<file path="config.mk">
export PLATFORM = sky130hd
export DESIGN_NAME = msx_slot_bus_bridge_flat
export DESIGN_NICKNAME = d
export VERILOG_FILES = /design/src/rtl/msx_slot_bus_bridge_pkg.sv /design/src/rtl/msx_slot_bus_bridge_if.sv /design/src/rtl/msx_slot_bus_bridge_sync.sv /design/src/rtl/msx_slot_bus_bridge.sv /design/src/flat_wrapper.sv
export SDC_FILE = /design/constraint.sdc
export NUM_CORES = 1
export LEC_CHECK = 0
export CAP_MARGIN = 5
export CORE_MARGIN = 4
export CORE_UTILIZATION = 40
export DETAILED_ROUTE_END_ITERATION = 8
export PLACE_DENSITY = 0.74
export SLEW_MARGIN = 20
export SYNTH_ARGS = -nofsm -noshare
export SYNTH_HDL_FRONTEND = slang
export SYNTH_SLANG_ARGS = --single-unit
</file>
<file path="constraint.sdc">
create_clock -name clk -period 1.7 [get_ports clk]
set_clock_uncertainty 0.1 [all_clocks]
set_input_delay 0.255 -clock clk [delete_from_list [all_inputs] [get_ports clk]]
set_output_delay 0.255 -clock clk [all_outputs]
set_load 0.005 [all_outputs]
</file>
<file path="src/rtl/msx_slot_bus_bridge_pkg.sv">
// Shared types and constants for the MSX slot-to-internal-bus bridge.
package msx_bus_pkg;

  // Bridge sequencing states
  typedef enum logic [1:0] {
    ST_IDLE    = 2'd0,
    ST_RD_WAIT = 2'd1,
    ST_RD_HOLD = 2'd2,
    ST_WR_HOLD = 2'd3
  } bridge_state_t;

  // Width of the read timeout counter
  localparam int CNT_W = 8;

  // Value returned to the host when no target answers a read
  localparam logic [7:0] DATA_INACTIVE = 8'hFF;

  // Selects the chip-select that belongs to the decoded address space
  function automatic logic select_cs(input logic mem, input logic mem_cs, input logic io_cs);
    return mem ? mem_cs : io_cs;
  endfunction

endpackage

</file>
<file path="src/rtl/msx_slot_bus_bridge_if.sv">
// Internal MSX-50BUS signal bundle between the bridge (master) and targets (slave).
interface msx_bus_if;
  logic [15:0] bus_address;
  logic [7:0]  bus_write_data;
  logic        bus_read;
  logic        bus_write;
  logic        bus_memory;
  logic        bus_io;
  logic        bus_memory_cs;
  logic        bus_io_cs;
  logic        bus_read_ready;
  logic [7:0]  bus_read_data;

  modport master (
    output bus_address, bus_write_data, bus_read, bus_write, bus_memory, bus_io,
    input  bus_memory_cs, bus_io_cs, bus_read_ready, bus_read_data
  );

  modport slave (
    input  bus_address, bus_write_data, bus_read, bus_write, bus_memory, bus_io,
    output bus_memory_cs, bus_io_cs, bus_read_ready, bus_read_data
  );
endinterface

</file>
<file path="src/rtl/msx_slot_bus_bridge_sync.sv">
// Two-flop synchronizer for asynchronous slot controls; resets to the
// inactive (all-ones) level so active-low strobes look released.
module slot_signal_sync #(
  parameter int WIDTH = 6
) (
  input  logic             clk,
  input  logic             reset,
  input  logic [WIDTH-1:0] d,
  output logic [WIDTH-1:0] q
);

  logic [WIDTH-1:0] meta_q;
  logic [WIDTH-1:0] sync_q;

  // Two-stage capture of the asynchronous inputs
  always_ff @(posedge clk or posedge reset) begin
    if (reset) begin
      meta_q <= {WIDTH{1'b1}};
      sync_q <= {WIDTH{1'b1}};
    end else begin
      meta_q <= d;
      sync_q <= meta_q;
    end
  end

  assign q = sync_q;

endmodule

</file>
<file path="src/rtl/msx_slot_bus_bridge.sv">
// Bridges asynchronous Z80 cartridge-slot cycles onto single-cycle internal
// bus strobes, returns read data to the slot and holds the host in wait
// while a read is outstanding (bounded by a timeout).
module msx_slot_bus_bridge
  import msx_bus_pkg::*;
#(
  parameter int TIMEOUT_CYCLES = 16
) (
  input  logic        clk,
  input  logic        reset,
  input  logic        n_slot_sltsl,
  input  logic        n_slot_merq,
  input  logic        n_slot_iorq,
  input  logic        n_slot_m1,
  input  logic        n_slot_rd,
  input  logic        n_slot_wr,
  input  logic [15:0] slot_a,
  input  logic [7:0]  slot_d_in,
  output logic [7:0]  slot_d_out,
  output logic        slot_d_oe,
  output logic        n_slot_wait,
  msx_bus_if.master   bus
);

  localparam logic [CNT_W-1:0] TIMEOUT_LAST = CNT_W'(TIMEOUT_CYCLES - 1);

  logic [5:0] ctl_raw_s;
  logic [5:0] ctl_sync_s;

  assign ctl_raw_s = {n_slot_sltsl, n_slot_merq, n_slot_iorq, n_slot_m1, n_slot_rd, n_slot_wr};

  slot_signal_sync #(.WIDTH(6)) u_sync (
    .clk   (clk),
    .reset (reset),
    .d     (ctl_raw_s),
    .q     (ctl_sync_s)
  );

  // Decoded access on the synchronized controls; IORQ with M1 low is an
  // interrupt acknowledge and is not an I/O access.
  logic mem_s, io_s, acc_s, rd_s, wr_s;
  assign mem_s = !ctl_sync_s[5] && !ctl_sync_s[4];
  assign io_s  = !ctl_sync_s[3] && ctl_sync_s[2];
  assign acc_s = mem_s || io_s;
  assign rd_s  = !ctl_sync_s[1];
  assign wr_s  = !ctl_sync_s[0];

  bridge_state_t    state_q, state_d;
  logic [CNT_W-1:0] cnt_q, cnt_d;
  logic             cs_q, cs_d;
  logic             bus_read_q, bus_read_d;
  logic             bus_write_q, bus_write_d;
  logic             bus_memory_q, bus_memory_d;
  logic             bus_io_q, bus_io_d;
  logic [15:0]      bus_address_q, bus_address_d;
  logic [7:0]       bus_write_data_q, bus_write_data_d;
  logic [7:0]       slot_d_out_q, slot_d_out_d;
  logic             slot_d_oe_q, slot_d_oe_d;
  logic             n_slot_wait_q, n_slot_wait_d;

  // Next-state and next-output computation; strobes default low each cycle
  always_comb begin
    state_d          = state_q;
    cnt_d            = cnt_q;
    cs_d             = cs_q;
    bus_read_d       = 1'b0;
    bus_write_d      = 1'b0;
    bus_memory_d     = 1'b0;
    bus_io_d         = 1'b0;
    bus_address_d    = 16'h0000;
    bus_write_data_d = 8'h00;
    slot_d_out_d     = slot_d_out_q;
    slot_d_oe_d      = slot_d_oe_q;
    n_slot_wait_d    = n_slot_wait_q;

    case (state_q)
      ST_IDLE: begin
        slot_d_oe_d   = 1'b0;
        n_slot_wait_d = 1'b1;
        if (acc_s && rd_s && !wr_s) begin
          bus_read_d    = 1'b1;
          bus_memory_d  = mem_s;
          bus_io_d      = io_s;
          bus_address_d = slot_a;
          n_slot_wait_d = 1'b0;
          cs_d          = select_cs(mem_s, bus.bus_memory_cs, bus.bus_io_cs);
          cnt_d         = {CNT_W{1'b0}};
          state_d       = ST_RD_WAIT;
        end else if (acc_s && wr_s && !rd_s) begin
          bus_write_d      = 1'b1;
          bus_memory_d     = mem_s;
          bus_io_d         = io_s;
          bus_address_d    = slot_a;
          bus_write_data_d = slot_d_in;
          state_d          = ST_WR_HOLD;
        end else if (acc_s && rd_s && wr_s) begin
          // Contradictory strobes: issue nothing, wait for the host to let go
          state_d = ST_WR_HOLD;
        end else begin
          state_d = ST_IDLE;
        end
      end
      ST_RD_WAIT: begin
        if (bus.bus_read_ready) begin
          slot_d_out_d  = bus.bus_read_data;
          slot_d_oe_d   = cs_q;
          n_slot_wait_d = 1'b1;
          state_d       = ST_RD_HOLD;
        end else if (cnt_q == TIMEOUT_LAST) begin
          slot_d_out_d  = DATA_INACTIVE;
          slot_d_oe_d   = 1'b0;
          n_slot_wait_d = 1'b1;
          state_d       = ST_RD_HOLD;
        end else begin
          cnt_d = cnt_q + 8'd1;
        end
      end
      ST_RD_HOLD: begin
        if (!rd_s) begin
          slot_d_oe_d = 1'b0;
          state_d     = ST_IDLE;
        end else begin
          state_d = ST_RD_HOLD;
        end
      end
      ST_WR_HOLD: begin
        if (!rd_s && !wr_s) begin
          state_d = ST_IDLE;
        end else begin
          state_d = ST_WR_HOLD;
        end
      end
      default: begin
        state_d       = ST_IDLE;
        slot_d_oe_d   = 1'b0;
        n_slot_wait_d = 1'b1;
      end
    endcase
  end

  // State and registered outputs, cleared asynchronously on reset
  always_ff @(posedge clk or posedge reset) begin
    if (reset) begin
      state_q          <= ST_IDLE;
      cnt_q            <= {CNT_W{1'b0}};
      cs_q             <= 1'b0;
      bus_read_q       <= 1'b0;
      bus_write_q      <= 1'b0;
      bus_memory_q     <= 1'b0;
      bus_io_q         <= 1'b0;
      bus_address_q    <= 16'h0000;
      bus_write_data_q <= 8'h00;
      slot_d_out_q     <= 8'h00;
      slot_d_oe_q      <= 1'b0;
      n_slot_wait_q    <= 1'b1;
    end else begin
      state_q          <= state_d;
      cnt_q            <= cnt_d;
      cs_q             <= cs_d;
      bus_read_q       <= bus_read_d;
      bus_write_q      <= bus_write_d;
      bus_memory_q     <= bus_memory_d;
      bus_io_q         <= bus_io_d;
      bus_address_q    <= bus_address_d;
      bus_write_data_q <= bus_write_data_d;
      slot_d_out_q     <= slot_d_out_d;
      slot_d_oe_q      <= slot_d_oe_d;
      n_slot_wait_q    <= n_slot_wait_d;
    end
  end

  assign bus.bus_read       = bus_read_q;
  assign bus.bus_write      = bus_write_q;
  assign bus.bus_memory     = bus_memory_q;
  assign bus.bus_io         = bus_io_q;
  assign bus.bus_address    = bus_address_q;
  assign bus.bus_write_data = bus_write_data_q;
  assign slot_d_out         = slot_d_out_q;
  assign slot_d_oe          = slot_d_oe_q;
  assign n_slot_wait        = n_slot_wait_q;

endmodule

</file>
<file path="src/flat_wrapper.sv">
// flat-port wrapper written by rule: the top's interface ports become plain ports
module msx_slot_bus_bridge_flat import msx_bus_pkg::*;
#(
  parameter int TIMEOUT_CYCLES = 16
)
  (clk, reset, n_slot_sltsl, n_slot_merq, n_slot_iorq, n_slot_m1, n_slot_rd, n_slot_wr, slot_a, slot_d_in, slot_d_out, slot_d_oe, n_slot_wait, bus_bus_address, bus_bus_write_data, bus_bus_read, bus_bus_write, bus_bus_memory, bus_bus_io, bus_bus_memory_cs, bus_bus_io_cs, bus_bus_read_ready, bus_bus_read_data);
  msx_bus_if bus_i ();
  input  logic clk;
  input  logic reset;
  input  logic n_slot_sltsl;
  input  logic n_slot_merq;
  input  logic n_slot_iorq;
  input  logic n_slot_m1;
  input  logic n_slot_rd;
  input  logic n_slot_wr;
  input  logic [15:0] slot_a;
  input  logic [7:0] slot_d_in;
  output logic [7:0] slot_d_out;
  output logic slot_d_oe;
  output logic n_slot_wait;
  output wire logic [$bits(bus_i.bus_address)-1:0] bus_bus_address;
  output wire logic [$bits(bus_i.bus_write_data)-1:0] bus_bus_write_data;
  output wire logic [$bits(bus_i.bus_read)-1:0] bus_bus_read;
  output wire logic [$bits(bus_i.bus_write)-1:0] bus_bus_write;
  output wire logic [$bits(bus_i.bus_memory)-1:0] bus_bus_memory;
  output wire logic [$bits(bus_i.bus_io)-1:0] bus_bus_io;
  input wire logic [$bits(bus_i.bus_memory_cs)-1:0] bus_bus_memory_cs;
  input wire logic [$bits(bus_i.bus_io_cs)-1:0] bus_bus_io_cs;
  input wire logic [$bits(bus_i.bus_read_ready)-1:0] bus_bus_read_ready;
  input wire logic [$bits(bus_i.bus_read_data)-1:0] bus_bus_read_data;
  assign bus_bus_address = bus_i.bus_address;
  assign bus_bus_write_data = bus_i.bus_write_data;
  assign bus_bus_read = bus_i.bus_read;
  assign bus_bus_write = bus_i.bus_write;
  assign bus_bus_memory = bus_i.bus_memory;
  assign bus_bus_io = bus_i.bus_io;
  assign bus_i.bus_memory_cs = bus_bus_memory_cs;
  assign bus_i.bus_io_cs = bus_bus_io_cs;
  assign bus_i.bus_read_ready = bus_bus_read_ready;
  assign bus_i.bus_read_data = bus_bus_read_data;
  msx_slot_bus_bridge #(.TIMEOUT_CYCLES(TIMEOUT_CYCLES)) u_core (.clk(clk), .reset(reset), .n_slot_sltsl(n_slot_sltsl), .n_slot_merq(n_slot_merq), .n_slot_iorq(n_slot_iorq), .n_slot_m1(n_slot_m1), .n_slot_rd(n_slot_rd), .n_slot_wr(n_slot_wr), .slot_a(slot_a), .slot_d_in(slot_d_in), .slot_d_out(slot_d_out), .slot_d_oe(slot_d_oe), .n_slot_wait(n_slot_wait), .bus(bus_i));
endmodule
</file>
==> flow_metrics.tcl <==
set metrics [dict create \
    status "complete, no violations" \
    core_sq_um 5270 \
    max_freq_mhz 592 \
    seq_area_sq_um 1550 \
    synth_area_leaders "dfrtp_1, dfstp_2, and2_1" \
    die_h_um 82.8 \
    holdPathEnd "u_core.u_sync.meta_q[1]" \
    worst-path-max-fanout 5 \
    areaGrowthSynthToFinish_pct 56.3 \
    detail_route.iter0.violations 63 \
    worst_pin_slew_ns 0.396 \
    ys_seq_area_frac 0.690 \
    dp_hpwl_mm 3.36 \
    grt_setup_unrepaired "yes" \
    holdPathStages 1 \
    power_leakage_nw 1.54 \
    worstSetupEndpointType "flop" \
    fin_cells 343 \
    synthTopCellsByCount "dfrtp_1, and2_1, dfstp_2" \
    fillers 413 \
    cts_num_sinks 61 \
    die_x_um 82.8 \
    dp_cells 327 \
    cpLargestDelayFamily "simple AND/OR/NAND/NOR gates" \
    synth.net_count 210 \
    worstHoldStart "n_slot_rd" \
    cts.clk_slew.worst_paths_ns 0.07 \
    crit_buf_inv 0 \
    clock-root-buffer "clkbuf_8" \
    maxCapViolCount 0 \
    synth_area_sq_um 2240 \
    setup_tns_ns 0 \
    nets 312 \
    slew_violations 0 \
    rrSetupSlack_ns 0.01 \
    synth_flop_cell "dfrtp_1" \
    cts_made_buffers 9 \
    num_vias 1597 \
    final_antenna_net_count 0 \
    routed_wl_mm 4.69 \
    r2r-end "u_core.slot_d_out[7]" \
    antenna_found_initial 0 \
    drt_pass1_iterations 4 \
    hp-class "in2reg" \
    setup_viol 0 \
    gr-usage-all-layers 0.150 \
    die_area_sq_um 6850 \
    post-route-period-util 0.993 \
    cp-start-kind "flop" \
    multiInputGateArea_sq_um 689 \
    crit_path_max_incr_delay_ns 0.58 \
    ys_seq_elements 61 \
    critical_path.slowest_cell "or4_4" \
    post_cts_buffers 0 \
    htree_levels 3 \
    row_count 26 \
    via_per_inst 4.66 \
    wl_per_cell_um 13.7 \
    insertedDiodeCount 0 \
    cts_buffer_depth 2 \
    start_util 0.425 \
    powerDensity_nw_per_um2 1260 \
    synth_largest_area_cell "dfrtp_1" \
    overflow 0 \
    final_core_util 0.663 \
    relSlewSlack 0.734 \
    avgSynthCellArea_sq_um 13.5 \
    ys_warn_count 0 \
    ys_async_sr_fraction 1.00 \
    synth_most_common_cell "dfrtp_1" \
    clock_latency_ns 0.33 \
    gp_congestion 0.769 \
    grt_pass1_wl_mm 7.40 \
    port_buffers 80 \
    reg2reg_from "u_core.cnt_q[4]" \
    synth_cell_types 37 \
    post-route-min-period_ns 1.69 \
    drive_above_1_share 0.223 \
    crit_chain "or4_4, o21ba_4, nor2b_4, o22a_1" \
    worstPathArrival_ns 1.86 \
    boundaryPins 81 \
    reg2reg_depth 4 \
    timing_hold_violations_final 0 \
    drc 0 \
    synth_edf_count 0 \
    synth_cells 166 \
    synth_top_area_frac 0.537 \
    critPathKind "reg2reg" \
    grt_pass1_vias 1659 \
    ir_drop_v 0.000649 \
    cp.required_ns 1.87 \
    cts_tree "built" \
    grt_max_degree 62 \
]
[repair_timing]
item	CTS	global route
resized for setup	4	7
pin swaps	3	9
cloned	1	0
hold buffers	0	0
setup endpoints to repair	27	33
[power by group]
group | leakage [nW] | total [mW] | internal (mW) | switching [mW]
logic | 0.653 | 1.03 | 0.650 | 0.376
clock network | 0.120 | 1.47 | 0.908 | 0.558
registers | 0.768 | 1.90 | 1.71 | 0.190
[final cells by class]
class / instances / share of cell area
multi-input combinational: 97 / 0.197
clock buffer: 11 / 0.0433
tap: 70 / 0.0251
sequential: 61 / 0.442
inverter: 5 / 0.00644
clock inverter: 5 / 0.0236
timing repair buffer: 94 / 0.262
[cells by family after synthesis]
family / Yosys count / share of synthesized area
buf+inv: 9 / 0.0235
mux: 1 / 0.00447
flops: 61 / 0.690
simple gates: 63 / 0.168
compound gates: 27 / 0.0928
xor+xnor: 4 / 0.0157
fa+ha+maj: 1 / 0.00559
[registers in the layout (all words and copies together) (netlist names), 2 cells and up]
signal / flops
u_core.bus.bus_address: 16
u_core.bus.bus_write_data: 8
u_core.cnt_q: 8
u_core.slot_d_out: 8
u_core.u_sync.meta_q: 6
u_core.u_sync.q: 6
u_core.state_q: 2
[cell usage in the layout (no fill, tap or decap), drive strengths merged, types with 2 or more instances in the layout]
| master | netlist | final |
|---|---|---|
| and2 | 24 | 24 |
| clkdlybuf4s50 | 0 | 79 |
| a21oi | 5 | 5 |
| o211ai | 2 | 2 |
| nand2 | 6 | 6 |
| nand4 | 2 | 2 |
| nor2 | 8 | 8 |
| nand3 | 8 | 8 |
| dfrtp | 48 | 48 |
| clkbuf | 1 | 11 |
| o22a | 8 | 8 |
| clkinv | 0 | 3 |
| dfstp | 13 | 13 |
| o21ai | 8 | 8 |
| nor2b | 2 | 3 |
| nor3 | 3 | 3 |
| or4 | 2 | 2 |
| bufinv | 0 | 2 |
| buf | 3 | 14 |
| and3 | 2 | 2 |
| inv | 5 | 4 |
| xor2 | 3 | 3 |
[worst max path at each step]
stage / slack [ns] / depth (start not counted) / from / endpoint
2_1_floorplan: 0.02 / 6 / u_core.cnt_q[0] / u_core.state_q[1]
3_3_place_gp: -0.11 / 4 / u_core.u_sync.q[2] / u_core.bus.bus_address[8]
3_5_place_dp: -0.20 / 4 / u_core.u_sync.q[2] / u_core.bus.bus_address[14]
4_1_cts: -0.02 / 4 / u_core.cnt_q[4] / u_core.slot_d_out[7]
5_1_grt: -0.04 / 4 / u_core.cnt_q[4] / u_core.slot_d_out[7]
6_report: 0.01 / 4 / u_core.cnt_q[4] / u_core.slot_d_out[7]
[per-stage QoR]
stage / setup slack [ns] / hold slack [ns] / instance area [sq um] / power (mW)
finish: 0.0112 / 0.233 / 3500 / 4.40
global route: -0.0394 / 0.213 / 3500 / 4.64
CTS: -0.0155 / 0.222 / 3470 / 4.42
detailed placement: -0.195 / 0.247 / 3220 / 2.92
global placement: -0.112 / 0.245 / 3220 / 2.89
floorplan: 0.0172 / 0.159 / 2240 / 2.37
[layer usage]
metal,global-route usage,vias up,routed length (um)
li1,-,772,-
met5,0,-,0
met1,0.161,758,1840
met2,0.245,58,2290
met3,0.0832,9,490
met4,0.0588,0,76
[worst reg2reg max path: cells and delay by family, from the launching register on]
kind | cells | cell delay, ns
and+or+nand+nor | 2 | 0.76
AOI/OAI and AO/OA | 2 | 0.40
DFF | 1 | 0.38
No activity file was read; power rests on OpenSTA's default activity.
